## src/rtl/glb_proc_req_ctrl_pkg.sv

```systemverilog
// Shared types and defaults for the GLB west-edge processor request controller.
// Packet layout mirrors the GLB tile packet chain (wr / rdrq / rdrs sections).
package glb_proc_req_ctrl_pkg;

  localparam int GLB_ADDR_WIDTH      = 22;
  localparam int BANK_DATA_WIDTH     = 64;
  localparam int BANK_STRB_WIDTH     = BANK_DATA_WIDTH / 8;
  localparam int GLB_PROC_MAX_OUTST  = 4;
  localparam int GLB_PROC_RD_TIMEOUT = 256;

  typedef struct packed {
    logic                       wr_en;
    logic [BANK_STRB_WIDTH-1:0] wr_strb;
    logic [GLB_ADDR_WIDTH-1:0]  wr_addr;
    logic [BANK_DATA_WIDTH-1:0] wr_data;
  } wr_packet_t;

  typedef struct packed {
    logic                      rd_en;
    logic [GLB_ADDR_WIDTH-1:0] rd_addr;
  } rdrq_packet_t;

  typedef struct packed {
    logic [BANK_DATA_WIDTH-1:0] rd_data;
    logic                       rd_data_valid;
  } rdrs_packet_t;

  typedef struct packed {
    wr_packet_t   wr;
    rdrq_packet_t rdrq;
    rdrs_packet_t rdrs;
  } packet_t;

  // Read tracker state: IDLE means nothing in flight.
  typedef enum logic {
    RD_IDLE = 1'b0,
    RD_WAIT = 1'b1
  } rd_state_e;

endpackage

```

## src/rtl/glb_proc_req_ctrl_if.sv

```systemverilog
// Processor-side request/response bundle. master = processor, slave = controller.
interface glb_proc_req_ctrl_if
  import glb_proc_req_ctrl_pkg::*;
#(
  parameter int ADDR_W = GLB_ADDR_WIDTH,
  parameter int DATA_W = BANK_DATA_WIDTH
);
  logic                  proc_wr_en;
  logic [DATA_W/8-1:0]   proc_wr_strb;
  logic [ADDR_W-1:0]     proc_wr_addr;
  logic [DATA_W-1:0]     proc_wr_data;
  logic                  proc_rd_en;
  logic [ADDR_W-1:0]     proc_rd_addr;
  logic                  proc_rd_ready;
  logic [DATA_W-1:0]     proc_rd_data;
  logic                  proc_rd_data_valid;
  logic                  proc_rd_err;

  modport master (
    output proc_wr_en, proc_wr_strb, proc_wr_addr, proc_wr_data, proc_rd_en, proc_rd_addr,
    input  proc_rd_ready, proc_rd_data, proc_rd_data_valid, proc_rd_err
  );

  modport slave (
    input  proc_wr_en, proc_wr_strb, proc_wr_addr, proc_wr_data, proc_rd_en, proc_rd_addr,
    output proc_rd_ready, proc_rd_data, proc_rd_data_valid, proc_rd_err
  );
endinterface

```

## src/rtl/glb_proc_rd_tracker.sv

```systemverilog
// Outstanding-read credit counter. With GLB_PROC_RD_TIMEOUT_EN defined, adds an
// IDLE/WAIT FSM whose timer forces completion of a read that never gets a response.
module glb_proc_rd_tracker
  import glb_proc_req_ctrl_pkg::*;
#(
  parameter int MAX_OUTST  = GLB_PROC_MAX_OUTST,
  parameter int RD_TIMEOUT = GLB_PROC_RD_TIMEOUT
) (
  input  logic clk,
  input  logic reset_n,
  input  logic rd_req,      // processor read request (before credit gating)
  input  logic rsp_valid,   // raw response strobe from the e2w chain
  output logic rd_ready,
  output logic rd_accept,
  output logic rsp_ok,      // response that retires an outstanding read
  output logic rsp_spur,    // response with nothing outstanding
  output logic rd_timeout   // forced completion this cycle
);
  localparam int CW = $clog2(MAX_OUTST + 1);

  logic [CW-1:0] cnt_q, cnt_d;
  logic          done;

  assign rd_ready  = cnt_q < CW'(MAX_OUTST);
  assign rd_accept = rd_req & rd_ready;
  assign rsp_ok    = rsp_valid & (cnt_q != '0);
  assign rsp_spur  = rsp_valid & (cnt_q == '0);
  assign done      = rsp_ok | rd_timeout;

  // Credit count: accept and completion in the same cycle cancel out.
  always_comb begin
    cnt_d = cnt_q;
    case ({rd_accept, done})
      2'b10:   cnt_d = cnt_q + CW'(1);
      2'b01:   cnt_d = cnt_q - CW'(1);
      default: cnt_d = cnt_q;
    endcase
  end

  // Counter register.
  always_ff @(posedge clk or negedge reset_n) begin
    if (!reset_n) cnt_q <= '0;
    else          cnt_q <= cnt_d;
  end

`ifdef GLB_PROC_RD_TIMEOUT_EN
  localparam int TW = $clog2(RD_TIMEOUT);

  rd_state_e     state_q, state_d;
  logic [TW-1:0] timer_q, timer_d;

  // A response in the expiry cycle wins, so the timeout needs a quiet response port.
  assign rd_timeout = (state_q == RD_WAIT) & ~rsp_valid & (timer_q == TW'(RD_TIMEOUT - 1));

  // Timer restarts on entry to WAIT, on any response and on a forced completion.
  always_comb begin
    timer_d = timer_q;
    if (state_q == RD_IDLE || rsp_valid || rd_timeout) timer_d = '0;
    else                                               timer_d = timer_q + TW'(1);
    state_d = (cnt_d == '0) ? RD_IDLE : RD_WAIT;
  end

  // FSM state and timer.
  always_ff @(posedge clk or negedge reset_n) begin
    if (!reset_n) begin
      state_q <= RD_IDLE;
      timer_q <= '0;
    end else begin
      state_q <= state_d;
      timer_q <= timer_d;
    end
  end
`else
  logic [31:0] unused_rd_timeout;
  assign unused_rd_timeout = 32'(RD_TIMEOUT);
  assign rd_timeout        = 1'b0;
`endif

endmodule

```

## src/rtl/glb_proc_req_ctrl.sv

```systemverilog
// West-edge processor request controller for GLB tile 0.
// Registers processor writes/reads into packet_w2e_esto, caps outstanding reads
// and returns in-order read responses from packet_e2w_wsti.rdrs.
// Optional feature: define GLB_PROC_RD_TIMEOUT_EN for forced read completion.
module glb_proc_req_ctrl
  import glb_proc_req_ctrl_pkg::*;
#(
  parameter int ADDR_W     = GLB_ADDR_WIDTH,
  parameter int DATA_W     = BANK_DATA_WIDTH,
  parameter int MAX_OUTST  = GLB_PROC_MAX_OUTST,
  parameter int RD_TIMEOUT = GLB_PROC_RD_TIMEOUT
) (
  input  logic                      clk,
  input  logic                      reset_n,
  glb_proc_req_ctrl_if.slave        proc_if,
  output packet_t                   packet_w2e_esto,
  input  packet_t                   packet_e2w_wsti
);
  wr_packet_t          wr_q, wr_d;
  rdrq_packet_t        rdrq_q, rdrq_d;
  logic [DATA_W-1:0]   rd_data_q, rd_data_d;
  logic                rd_vld_q, rd_vld_d;
  logic                rd_err_q, rd_err_d;

  logic rd_ready, rd_accept, rsp_ok, rsp_spur, rd_timeout;

  glb_proc_rd_tracker #(
    .MAX_OUTST  (MAX_OUTST),
    .RD_TIMEOUT (RD_TIMEOUT)
  ) u_rd_tracker (
    .clk        (clk),
    .reset_n    (reset_n),
    .rd_req     (proc_if.proc_rd_en),
    .rsp_valid  (packet_e2w_wsti.rdrs.rd_data_valid),
    .rd_ready   (rd_ready),
    .rd_accept  (rd_accept),
    .rsp_ok     (rsp_ok),
    .rsp_spur   (rsp_spur),
    .rd_timeout (rd_timeout)
  );

  // Only the rdrs section of the incoming chain packet is ours.
  logic unused_wsti;
  assign unused_wsti = ^{packet_e2w_wsti.wr, packet_e2w_wsti.rdrq};

  // Next packet contents and response outputs; idle fields are zeroed, not held.
  always_comb begin
    wr_d = '0;
    if (proc_if.proc_wr_en) begin
      wr_d.wr_en   = 1'b1;
      wr_d.wr_strb = proc_if.proc_wr_strb;
      wr_d.wr_addr = proc_if.proc_wr_addr;
      wr_d.wr_data = proc_if.proc_wr_data;
    end
    rdrq_d = '0;
    if (rd_accept) begin
      rdrq_d.rd_en   = 1'b1;
      rdrq_d.rd_addr = proc_if.proc_rd_addr;
    end
    rd_data_d = rd_data_q;
    if (rsp_ok)          rd_data_d = packet_e2w_wsti.rdrs.rd_data;
    else if (rd_timeout) rd_data_d = '0;
    rd_vld_d = rsp_ok | rd_timeout;
    rd_err_d = rsp_spur | rd_timeout;
  end

  // Output registers.
  always_ff @(posedge clk or negedge reset_n) begin
    if (!reset_n) begin
      wr_q      <= '0;
      rdrq_q    <= '0;
      rd_data_q <= '0;
      rd_vld_q  <= 1'b0;
      rd_err_q  <= 1'b0;
    end else begin
      wr_q      <= wr_d;
      rdrq_q    <= rdrq_d;
      rd_data_q <= rd_data_d;
      rd_vld_q  <= rd_vld_d;
      rd_err_q  <= rd_err_d;
    end
  end

  assign packet_w2e_esto.wr   = wr_q;
  assign packet_w2e_esto.rdrq = rdrq_q;
  assign packet_w2e_esto.rdrs = '0;

  assign proc_if.proc_rd_ready      = rd_ready;
  assign proc_if.proc_rd_data       = rd_data_q;
  assign proc_if.proc_rd_data_valid = rd_vld_q;
  assign proc_if.proc_rd_err        = rd_err_q;

endmodule
```

## src/flat_wrapper.sv

```systemverilog
// flat-port wrapper written by rule: the top's interface ports become plain ports
module glb_proc_req_ctrl_flat import glb_proc_req_ctrl_pkg::*;
#(
  parameter int ADDR_W     = GLB_ADDR_WIDTH,
  parameter int DATA_W     = BANK_DATA_WIDTH,
  parameter int MAX_OUTST  = GLB_PROC_MAX_OUTST,
  parameter int RD_TIMEOUT = GLB_PROC_RD_TIMEOUT
)
  (clk, reset_n, packet_w2e_esto, packet_e2w_wsti, proc_if_proc_wr_en, proc_if_proc_wr_strb, proc_if_proc_wr_addr, proc_if_proc_wr_data, proc_if_proc_rd_en, proc_if_proc_rd_addr, proc_if_proc_rd_ready, proc_if_proc_rd_data, proc_if_proc_rd_data_valid, proc_if_proc_rd_err);
  glb_proc_req_ctrl_if #(.ADDR_W(ADDR_W), .DATA_W(DATA_W)) proc_if_i ();
  input  logic clk;
  input  logic reset_n;
  output packet_t packet_w2e_esto;
  input  packet_t packet_e2w_wsti;
  input wire logic [$bits(proc_if_i.proc_wr_en)-1:0] proc_if_proc_wr_en;
  input wire logic [$bits(proc_if_i.proc_wr_strb)-1:0] proc_if_proc_wr_strb;
  input wire logic [$bits(proc_if_i.proc_wr_addr)-1:0] proc_if_proc_wr_addr;
  input wire logic [$bits(proc_if_i.proc_wr_data)-1:0] proc_if_proc_wr_data;
  input wire logic [$bits(proc_if_i.proc_rd_en)-1:0] proc_if_proc_rd_en;
  input wire logic [$bits(proc_if_i.proc_rd_addr)-1:0] proc_if_proc_rd_addr;
  output wire logic [$bits(proc_if_i.proc_rd_ready)-1:0] proc_if_proc_rd_ready;
  output wire logic [$bits(proc_if_i.proc_rd_data)-1:0] proc_if_proc_rd_data;
  output wire logic [$bits(proc_if_i.proc_rd_data_valid)-1:0] proc_if_proc_rd_data_valid;
  output wire logic [$bits(proc_if_i.proc_rd_err)-1:0] proc_if_proc_rd_err;
  assign proc_if_i.proc_wr_en = proc_if_proc_wr_en;
  assign proc_if_i.proc_wr_strb = proc_if_proc_wr_strb;
  assign proc_if_i.proc_wr_addr = proc_if_proc_wr_addr;
  assign proc_if_i.proc_wr_data = proc_if_proc_wr_data;
  assign proc_if_i.proc_rd_en = proc_if_proc_rd_en;
  assign proc_if_i.proc_rd_addr = proc_if_proc_rd_addr;
  assign proc_if_proc_rd_ready = proc_if_i.proc_rd_ready;
  assign proc_if_proc_rd_data = proc_if_i.proc_rd_data;
  assign proc_if_proc_rd_data_valid = proc_if_i.proc_rd_data_valid;
  assign proc_if_proc_rd_err = proc_if_i.proc_rd_err;
  glb_proc_req_ctrl #(.ADDR_W(ADDR_W), .DATA_W(DATA_W), .MAX_OUTST(MAX_OUTST), .RD_TIMEOUT(RD_TIMEOUT)) u_core (.clk(clk), .reset_n(reset_n), .proc_if(proc_if_i), .packet_w2e_esto(packet_w2e_esto), .packet_e2w_wsti(packet_e2w_wsti));
endmodule
```

## config.mk

```make
export PLATFORM = sky130hd
export DESIGN_NAME = glb_proc_req_ctrl_flat
export DESIGN_NICKNAME = d
export VERILOG_FILES = /design/src/rtl/glb_proc_req_ctrl_pkg.sv /design/src/rtl/glb_proc_req_ctrl_if.sv /design/src/rtl/glb_proc_rd_tracker.sv /design/src/rtl/glb_proc_req_ctrl.sv /design/src/flat_wrapper.sv
export SDC_FILE = /design/constraint.sdc
export NUM_CORES = 1
export LEC_CHECK = 0
export CELL_PAD_IN_SITES_DETAIL_PLACEMENT = 1
export CELL_PAD_IN_SITES_GLOBAL_PLACEMENT = 1
export CORE_AREA = 2 2 217 219
export DETAILED_ROUTE_END_ITERATION = 12
export DIE_AREA = 0 0 219 221
export PLACE_DENSITY = 0.65
export SLEW_MARGIN = 20
export SYNTH_ARGS = -nofsm -noshare
export SYNTH_HDL_FRONTEND = slang
export SYNTH_SLANG_ARGS = --single-unit
```

## constraint.sdc

```tcl
create_clock -name clk -period 2.45 [get_ports clk]
set_input_delay 0.49 -clock clk [delete_from_list [all_inputs] [get_ports clk]]
set_output_delay 0.49 -clock clk [all_outputs]
set_load 0.03 [all_outputs]
```

* Yosys cells after proc, flatten, opt, wreduce, memory -nomap -nowiden
Index checks and enable logic that the tools add are counted.
** Storage, ports and cells
- Output and inout port bits :: 250
- Register bits :: 187
** Operators by class
- Equal/unequal tests :: 2
- Multiplexer cells :: 3
- Reduce and logical (&&, ||, !) cells :: 3
- Magnitude comparators :: 1
- Add/subtract/negate cells :: 2
- Bitwise operators :: 3
** Operators with widths (count)
- 2-to-1 mux 95 bit :: 1
- 2-to-1 mux 23 bit :: 1
- case mux 3 bit (2 select lines) :: 1
- adder 3 x 1 -> 3 bit (second input constant) :: 1
- bitwise AND 1 bit :: 3
- zero test 3 bit :: 1
- less-than comparator 3 bit (second input constant) :: 1
- nonzero test 3 bit :: 1
- subtractor 3 x 1 -> 3 bit (second input constant) :: 1
- == test 2 x 1 -> 1 bit (second input constant) :: 1
- == test 2 bit (second input constant) :: 1
- nonzero test 2 bit :: 1

* Depth between registers and ports, before layout
Gate-level depths: netlist of the first run.
- Depth after elaboration :: 4
- Depth in mapped cells :: 10

* By module
A second synthesis of the first run with hierarchy kept.
** Unflattened totals
- Cell total of the unflattened synthesis :: 480
- Area total of the unflattened synthesis :: 6772.7 µm²
** Modules (own cells, without submodules)
- glb_proc_req_ctrl :: area an instance 6573.8 µm², times used 1, cells an instance 459
- glb_proc_rd_tracker :: area an instance 198.9 µm², times used 1, cells an instance 21

* Worst setup path before layout of the first run
OpenSTA, ideal clock, no wires.
- Kind :: register to register
- Start :: register u_core.u_rd_tracker.cnt_q[2]
- End :: register u_core.u_rd_tracker.cnt_q[2]
- Stages on the path, launching flop included :: 11
- Path slack :: 0.516 ns
- Setup time :: 0.132 ns
- Data required time :: 2.318 ns
- Arrival :: 1.803 ns
- Clock period less this slack :: 1.934 ns
- Cells stage by stage :: dfrtp_1 > o31ai_4 > buf_6 > buf_12 > inv_1 > ha_1 > inv_1 > fa_1 > xor2_1 > nor2_1 > xnor2_1
** Between the ends
- Word-level cells in the longest chain between the ends :: 4
- Elaborated cells between the ends (all ways) :: 10
** RTL lines
- from (decl) :: line glb_proc_rd_tracker.sv:21 : logic [CW-1:0] cnt_q, cnt_d;
- from (signal assigned) :: line glb_proc_rd_tracker.sv:43 : else cnt_q <= cnt_d;
- nonzero test 3 bit (*) :: line glb_proc_rd_tracker.sv:26 : assign rsp_ok = rsp_valid & (cnt_q != '0);
- bitwise AND 1 bit (*) :: line glb_proc_rd_tracker.sv:26
- via u_core.rd_vld_d :: line glb_proc_req_ctrl.sv:22 : logic rd_vld_q, rd_vld_d;
- == test 2 x 1 -> 1 bit or == test 2 bit (tied branches) :: line glb_proc_rd_tracker.sv:33 : case ({rd_accept, done})
- case mux 3 bit (2 select lines) or nonzero test 2 bit (tied branches)
The timed path passes the listed nets; every way through them passes the cells marked *.
A chain may end at the register's enable or synchronous reset.

* Final worst setup path of the first run
- Start :: register u_core.u_rd_tracker.cnt_q[2]
- End :: output port proc_if_proc_rd_ready
** Between the ends
- Word-level cells in the longest chain between the ends :: 1
** RTL lines
- less-than comparator 3 bit :: line glb_proc_rd_tracker.sv:24 : assign rd_ready = cnt_q < CW'(MAX_OUTST);
- to (decl) :: line flat_wrapper.sv:21 : output wire logic [$bits(proc_if_i.proc_rd_ready)-1:0] proc_if_proc_rd_ready;
No other way between the ends.

==> flow_summary.toml, run 1 <==
[synthesis]
avgSynthCellArea_um2 = 15.2
ys_ff_latch = 187
syn_area_um2 = 7100
yosysMostFrequentCell = "dfrtp_1"
synth-async-reset-ratio = 1.00
yosysTopAreaCellShare = 0.659
synth_top_area_cell = "dfrtp_1"
ys_warn_count = 0
synth-edff-count = 0
synth_ff_type = "dfrtp_1"
synth_cells = 468
ys_top_cells_by_area = "dfrtp_1, mux2_4, and2_1, buf_4, mux2_2"
synthTopCellsByCount = "dfrtp_1, and2_1, buf_4"
yosysSeqAreaShare = 0.659
synth.distinct_cells = 19

[worst_setup_path]
critPathKind = "reg -> out"
cp_num_cells = 2
path_cells = "inv_1 > clkdlybuf4s50_1"
crit_buf_inv = 2
critPathCapture = "proc_if_proc_rd_ready"
cp-end-kind = "output port"
rrSetupSlack_ns = 0.68
worst_path_largest_cell_delay_ns = 0.71
ff2ff_path_depth = 6
cp.required_ns = 1.96
cp-startpoint = "u_core.u_rd_tracker.cnt_q[2]$_DFFE_PN0P_"
reg2reg_to = "u_core.u_rd_tracker.cnt_q[1]$_DFFE_PN0P_"
crit_path_start_kind = "flip-flop"
critPathMaxFanout = 4
crit_slowest_cell = "clkdlybuf4s50_1"
cpLargestDelayFamily = "buffers and inverters"
reg2reg_from = "u_core.u_rd_tracker.cnt_q[2]$_DFFE_PN0P_"
worstPathArrival_ns = 1.77

[clocking]
clockBufferDepth = 2
cts_made_buffers = 17
clkTransAtPathRegs_ns = 0.07
cts_resized = 0
cts_tree = "built"
root_buffer = "clkbuf_16"
postCtsSetupBuffers = 0
numClockSinks = 187
clk_latency_ns = 0.48
cts_max_level = 4

[cells_and_area]
n_fill_cell = 5109
nets = 1149
syn_to_final_growth_pct = 66.6
layout-drive-gt1-share = 0.120

[detailed_routing]
drt-initial-drc-count = 182
avgViaCountPerCell = 3.25
routed_wl_um = 22300
drt_pass1_iterations = 4
drcViolationCount = 0
vias = 4765
drt-wirelength-per-cell_um = 15.2
ant_nets = 0

[die]
ios = 553
start_util = 0.154
core_area_um2 = 46100
die_h_um = 221
die_x_um = 219
dieArea_um2 = 48400
num_rows = 79

[sta]
hold_viol_final = 0
grt_setup_unrepaired = "no"
finalMaxSlewViolations = 0
holdWs_ns = 0.506
fin_crit_ns = 2.26
finalSetupTns_ns = 0
skew_ns = 0.00693
fmaxAchievable_ghz = 0.443
setup_viol = 0
relSlewSlack = 0.586
fin_crit_sh = 0.922
worst_pin_slew_ns = 0.620

[job]
drv_cap = 0

[placement]
io_buffers = 369
place_hpwl_um = 17100
place.gp.congestion = 0.716

[pwr]
ir_drop_v = 0.000467
combPwrFrac = 0.352
power.density_nw_per_um2 = 865
clkPwrFrac = 0.270
p_seq_frac = 0.378
p_leak_nw = 5.15
netSwitchingFraction = 0.333
p_switching_mw = 3.40
fin_total_pwr_mw = 10.2
intPower_mw = 6.82

[status]
status = "complete, no violations"

[global_route]
track_usage = 0.0947
antenna_found_initial = 6
grt_pass1_vias = 5200
grt_pass1_wl_um = 32800
grt_max_degree = 65
grt-ovfl-total = 0

[worst_hold_path]
holdCritPathClass = "reg -> reg"
==> power by group through the flow <==
| stage | Clock (mW) | Combinational [mW] | Sequential (mW) |
|---|---|---|---|
| after floorplan | 0 | 1.19 | 4.88 |
| after global placement | 0 | 3.61 | 3.91 |
| after detailed placement | 0 | 3.64 | 3.94 |
| after CTS | 2.94 | 3.65 | 3.88 |
| after global routing | 3.04 | 3.79 | 3.94 |
| final | 2.76 | 3.59 | 3.87 |
==> cells by family (layout without fill, tap and decap cells) <==
| group | Yosys count | in the layout | share of synthesized area |
|---|---|---|---|
| XOR/XNOR | 3 | 3 | 0.00370 |
| AND/OR/NAND/NOR | 119 | 119 | 0.105 |
| other | 1 | 66 | 0.000528 |
| AO/OA/AOI/OAI | 1 | 1 | 0.00300 |
| adder cells (fa/ha/maj) | 2 | 2 | 0.00458 |
| buffers and inverters | 90 | 415 | 0.0950 |
| multiplexers | 65 | 65 | 0.129 |
| flip-flops | 187 | 187 | 0.659 |
==> through the flow <==
| stage | area [um2] | setup slack [ns] | cells | util |
|---|---|---|---|---|
| after floorplan | 7340 | 0.516 | 532 | - |
| after global placement | 11200 | 0.154 | 1431 | 0.244 |
| after detailed placement | 11200 | 0.117 | 1431 | 0.244 |
| after CTS | 11800 | 0.0965 | 1464 | 0.257 |
| after global routing | 11800 | 0.0920 | 1464 | 0.257 |
| final | 11800 | 0.192 | 1465 | 0.257 |
==> registers in the layout, summed over array words and instances (netlist names) <==
register,count
u_core.packet_w2e_esto,118
u_core.proc_if.proc_rd_data,64
u_core.proc_if.proc_rd_data_valid,1
u_core.proc_if.proc_rd_err,1
u_core.u_rd_tracker.cnt_q,3
==> how the worst min path moves through the flow <==
stage / start / endpoint / slack, ns / cells past startpoint
floorplan: reset_n / u_core.packet_w2e_esto[100]$_DFF_PN0_ / 0.19 / 0
global placement: u_core.proc_if.proc_rd_data[3]$_DFFE_PN0N_ / u_core.proc_if.proc_rd_data[3]$_DFFE_PN0N_ / 0.49 / 1
detailed placement: u_core.proc_if.proc_rd_data[12]$_DFFE_PN0N_ / u_core.proc_if.proc_rd_data[12]$_DFFE_PN0N_ / 0.49 / 1
CTS: proc_if_proc_rd_addr[11] / u_core.packet_w2e_esto[76]$_DFF_PN0_ / 0.50 / 2
global route: u_core.proc_if.proc_rd_data[36]$_DFFE_PN0N_ / u_core.proc_if.proc_rd_data[36]$_DFFE_PN0N_ / 0.52 / 1
finish: u_core.proc_if.proc_rd_data[11]$_DFFE_PN0N_ / u_core.proc_if.proc_rd_data[11]$_DFFE_PN0N_ / 0.51 / 1
==> cell usage in the layout (no fill, tap or decap) <==
cell type,instances
dfrtp_1,187
inv_1,6
inv_6,2
clkbuf_8,2
fa_1,1
xnor2_1,2
ha_1,1
clkinv_2,5
clkinvlp_4,2
mux2i_1,1
clkdlybuf4s50_1,367
diode_2,1
bufinv_16,2
and2_1,116
nor4b_1,1
mux2_4,49
clkbuf_1,3
nor2b_1,1
xor2_1,1
mux2_2,15
o31ai_4,1
nor2_1,1
dlygate4sd3_1,1
buf_12,4
conb_1,65
buf_4,3
clkbuf_16,17
buf_2,1
==> timing repair <==
item,4_1_cts,5_1_grt
hold endpoints to repair,45,0
hold buffers,1,0
endpoints found under the setup margin,0,0
==> area by class of cell <==
cell class	count	area (um2)	share of cell area
Clock inverter	11	118	0.00995
Sequential cell	187	4680	0.396
Antenna cell	1	2.50	0.000212
Inverter	6	22.5	0.00191
Multi-Input combinational cell	255	1980	0.168
Tap cell	607	759	0.0643
Clock buffer	21	450	0.0381
Timing Repair Buffer	377	3800	0.322
==> per-layer routing <==
| metal | GRT usage | part of all wire | vias up |
|---|---|---|---|
| li1 | - | - | 2101 |
| met1 | 0.0938 | 0.35 | 2311 |
| met2 | 0.154 | 0.48 | 308 |
| met3 | 0.0639 | 0.15 | 35 |
| met4 | 0.0390 | 0.019 | 10 |
| met5 | 0 | 0.0029 | - |
Note: power is estimated with default switching activity, not from simulation.
==> run 2, diff against run 1 <==
--- a/config.mk
+++ b/config.mk
@@ -5,11 +5,13 @@
 export SDC_FILE = /design/constraint.sdc
 export NUM_CORES = 1
 export LEC_CHECK = 0
+export CAP_MARGIN = 20
 export CELL_PAD_IN_SITES_DETAIL_PLACEMENT = 1
 export CELL_PAD_IN_SITES_GLOBAL_PLACEMENT = 1
 export CORE_AREA = 2 2 217 219
 export DETAILED_ROUTE_END_ITERATION = 12
 export DIE_AREA = 0 0 219 221
+export GPL_TIMING_DRIVEN = 1
 export PLACE_DENSITY = 0.65
 export SLEW_MARGIN = 20
 export SYNTH_ARGS = -nofsm -noshare
==> results of run 2 <==
Final layout, timing and power as in run 1 (identical DEF).
==> run 3, diff against run 2 <==
--- a/config.mk
+++ b/config.mk
@@ -8,12 +8,14 @@
 export CAP_MARGIN = 20
 export CELL_PAD_IN_SITES_DETAIL_PLACEMENT = 1
 export CELL_PAD_IN_SITES_GLOBAL_PLACEMENT = 1
-export CORE_AREA = 2 2 217 219
+export CORE_AREA = 2 2 216 218
+export CTS_CLUSTER_SIZE = 24
 export DETAILED_ROUTE_END_ITERATION = 12
-export DIE_AREA = 0 0 219 221
+export DIE_AREA = 0 0 218 220
 export GPL_TIMING_DRIVEN = 1
 export PLACE_DENSITY = 0.65
 export SLEW_MARGIN = 20
 export SYNTH_ARGS = -nofsm -noshare
 export SYNTH_HDL_FRONTEND = slang
+export SYNTH_HIERARCHICAL = 1
 export SYNTH_SLANG_ARGS = --single-unit
==> flow_summary.toml, run 3 <==
[synthesis]
synthSimpleGateAreaFrac = 0.113
yosysMostFrequentCell = "dfrtp_1"
synth_top_family_by_area = "simple AND/OR/NAND/NOR gates"
synth.distinct_cells = 22
yosysSeqAreaShare = 0.691
synth_cells = 480
ys_warn_count = 6
synth_compound_area_frac = 0.0828
syn_area_um2 = 6770
ys_top_cells_by_area = "dfrtp_1, and2_1, a22o_1, buf_4, buf_6"
synth.area.mux_share = 0.00148
synth_xor_xnor_area_share = 0.00388
synth_top_area_cell = "dfrtp_1"
synth_ff_type = "dfrtp_1"
avgSynthCellArea_um2 = 14.1
synthTopCellsByCount = "dfrtp_1, and2_1, buf_4"
ys_ff_latch = 187
yosysTopAreaCellShare = 0.691
synth-async-reset-ratio = 1.00
synth-edff-count = 0
synthAdderAreaFrac = 0.00480

[worst_setup_path]
path_cells = "clkdlybuf4s50_1"
worst_path_largest_cell_delay_ns = 0.75
crit_path_start_kind = "flip-flop"
crit_slowest_cell = "clkdlybuf4s50_1"
critPathKind = "reg -> out"
cp-end-kind = "output port"
crit_buf_inv = 1
cp.required_ns = 1.96
worstPathArrival_ns = 1.66
critPathMaxFanout = 1
cpLargestDelayFamily = "buffers and inverters"

[placement]
dpl.cell_count = 1437
place.gp.congestion = 0.730
place_hpwl_um = 17100
io_buffers = 369

[sta]
worst_pin_slew_ns = 0.671
relSlewSlack = 0.553
hold_viol_final = 0
fin_crit_ns = 2.15
finalMaxSlewViolations = 0
setup_viol = 0
grt_setup_unrepaired = "no"
fmaxAchievable_ghz = 0.465
skew_ns = 0.00854
holdWs_ns = 0.401
fin_crit_sh = 0.878
finalSetupTns_ns = 0

[global_route]
track_usage = 0.0959
grt_pass1_vias = 5330
grt_max_degree = 96
grt_pass1_wl_um = 32800
grt-ovfl-total = 0
antenna_found_initial = 6

[clocking]
clk_latency_ns = 0.48
clkTransAtPathRegs_ns = 0.07
clockBufferDepth = 2
root_buffer = "clkbuf_16"
cts_tree = "built"
cts_made_buffers = 17
numClockSinks = 187
cts_max_level = 4

[pwr]
power.density_nw_per_um2 = 795
fin_total_pwr_mw = 9.17
ir_drop_v = 0.000323
netSwitchingFraction = 0.328
p_switching_mw = 3.01
p_leak_nw = 4.99
clkPwrFrac = 0.302
intPower_mw = 6.16
combPwrFrac = 0.299
p_seq_frac = 0.399

[worst_hold_path]
holdCritPathClass = "in -> reg"

[die]
die_h_um = 220
ios = 553
num_rows = 79
dieArea_um2 = 48000
core_area_um2 = 45900
start_util = 0.148
die_x_um = 218

[cells_and_area]
n_fill_cell = 5197
nets = 1155
final_cells = 1470
largest_reg_flops = 118
syn_to_final_growth_pct = 70.2
final_core_util = 0.251
layout-drive-gt1-share = 0.0521
diodes = 0
final_cell_mix = "clkdlybuf4s50_1, dfrtp_1, and2_1"
final_common_cell = "clkdlybuf4s50_1"

[detailed_routing]
drcViolationCount = 0
ant_nets = 0
drt-initial-drc-count = 181
avgViaCountPerCell = 3.32
vias = 4885
routed_wl_um = 22700
drt-wirelength-per-cell_um = 15.5
drt_pass1_iterations = 4

[status]
status = "complete, no violations"

[job]
drv_cap = 0
## run 3: worst register-to-register path: stages, from the launching register on
cell,delay [ns]
dfrtp_1,0.41
nor3_1,0.39
nor2b_4,0.08
buf_4,0.18
buf_4,0.32
a22o_1,0.36
## run 3: layout make-up
type | count | area [um2] | share of cell area
clock buffers | 21 | 470 | 0.0408
clock inverters | 11 | 109 | 0.00944
inverters | 6 | 22.5 | 0.00195
multi-input cells | 259 | 1650 | 0.143
flip-flops and latches | 187 | 4680 | 0.406
well taps | 607 | 759 | 0.0659
repair buffers | 379 | 3830 | 0.333
## run 3: metal layers
metal | up-vias | global-route usage | share of wire
li1 | 2174 | - | -
met1 | 2370 | 0.101 | 0.38
met2 | 297 | 0.152 | 0.47
met3 | 32 | 0.0580 | 0.13
met4 | 12 | 0.0463 | 0.020
met5 | - | 0 | 0.0036
## run 3: path summary, 6_finish.rpt
| kind | endpoint | depth (start not counted) | startpoint | slack (ns) |
|---|---|---|---|---|
| worst max-delay path | packet_w2e_esto[126] | 1 | u_core/packet_w2e_esto[126]$_DFF_PN0_ | 0.30 |
| worst min register to register | u_core/proc_if.proc_rd_data[45]$_DFFE_PN0P_ | 1 | u_core/proc_if.proc_rd_data[45]$_DFFE_PN0P_ | 0.50 |
| worst max register to register | u_core/proc_if.proc_rd_data[48]$_DFFE_PN0P_ | 5 | u_core/u_rd_tracker/cnt_q[0]$_DFFE_PN0P_ | 0.59 |
| worst min-delay path | u_core/packet_w2e_esto[182]$_DFF_PN0_ | 2 | proc_if_proc_wr_en | 0.40 |
| max in group asynchronous | u_core/packet_w2e_esto[129]$_DFF_PN0_ | 3 | reset_n | 1.24 |
| min in group asynchronous | u_core/proc_if.proc_rd_data[13]$_DFFE_PN0P_ | 2 | reset_n | 0.57 |
## run 3: power groups by stage
stage / combinational [mW] / clock (mW) / sequential (mW)
6_report: 2.74 / 2.77 / 3.66
3_5_place_dp: 2.78 / 0 / 3.72
2_1_floorplan: 0.816 / 0 / 4.43
4_1_cts: 2.79 / 2.96 / 3.67
5_1_grt: 2.93 / 3.04 / 3.70
3_3_place_gp: 2.75 / 0 / 3.70
## run 3: cell families after synthesis
logic type / count (synthesis)
flops: 187
simple gates: 123
xor+xnor: 3
other cells: 2
fa+ha+maj: 2
compound gates: 64
buf+inv: 98
mux: 1
## run 3: stage by stage
stage	cell area [um2]	worst slack (ns)
global placement	10900	0.272
global route	11500	0.172
finish	11500	0.299
floorplan	7010	0.692
detailed placement	10900	0.198
CTS	11500	0.151
## run 3: timing repair
action,in CTS,in global routing
hold buffers,1,0
endpoints found under the hold margin,51,0
resized for setup,0,0
setup buffers,0,0
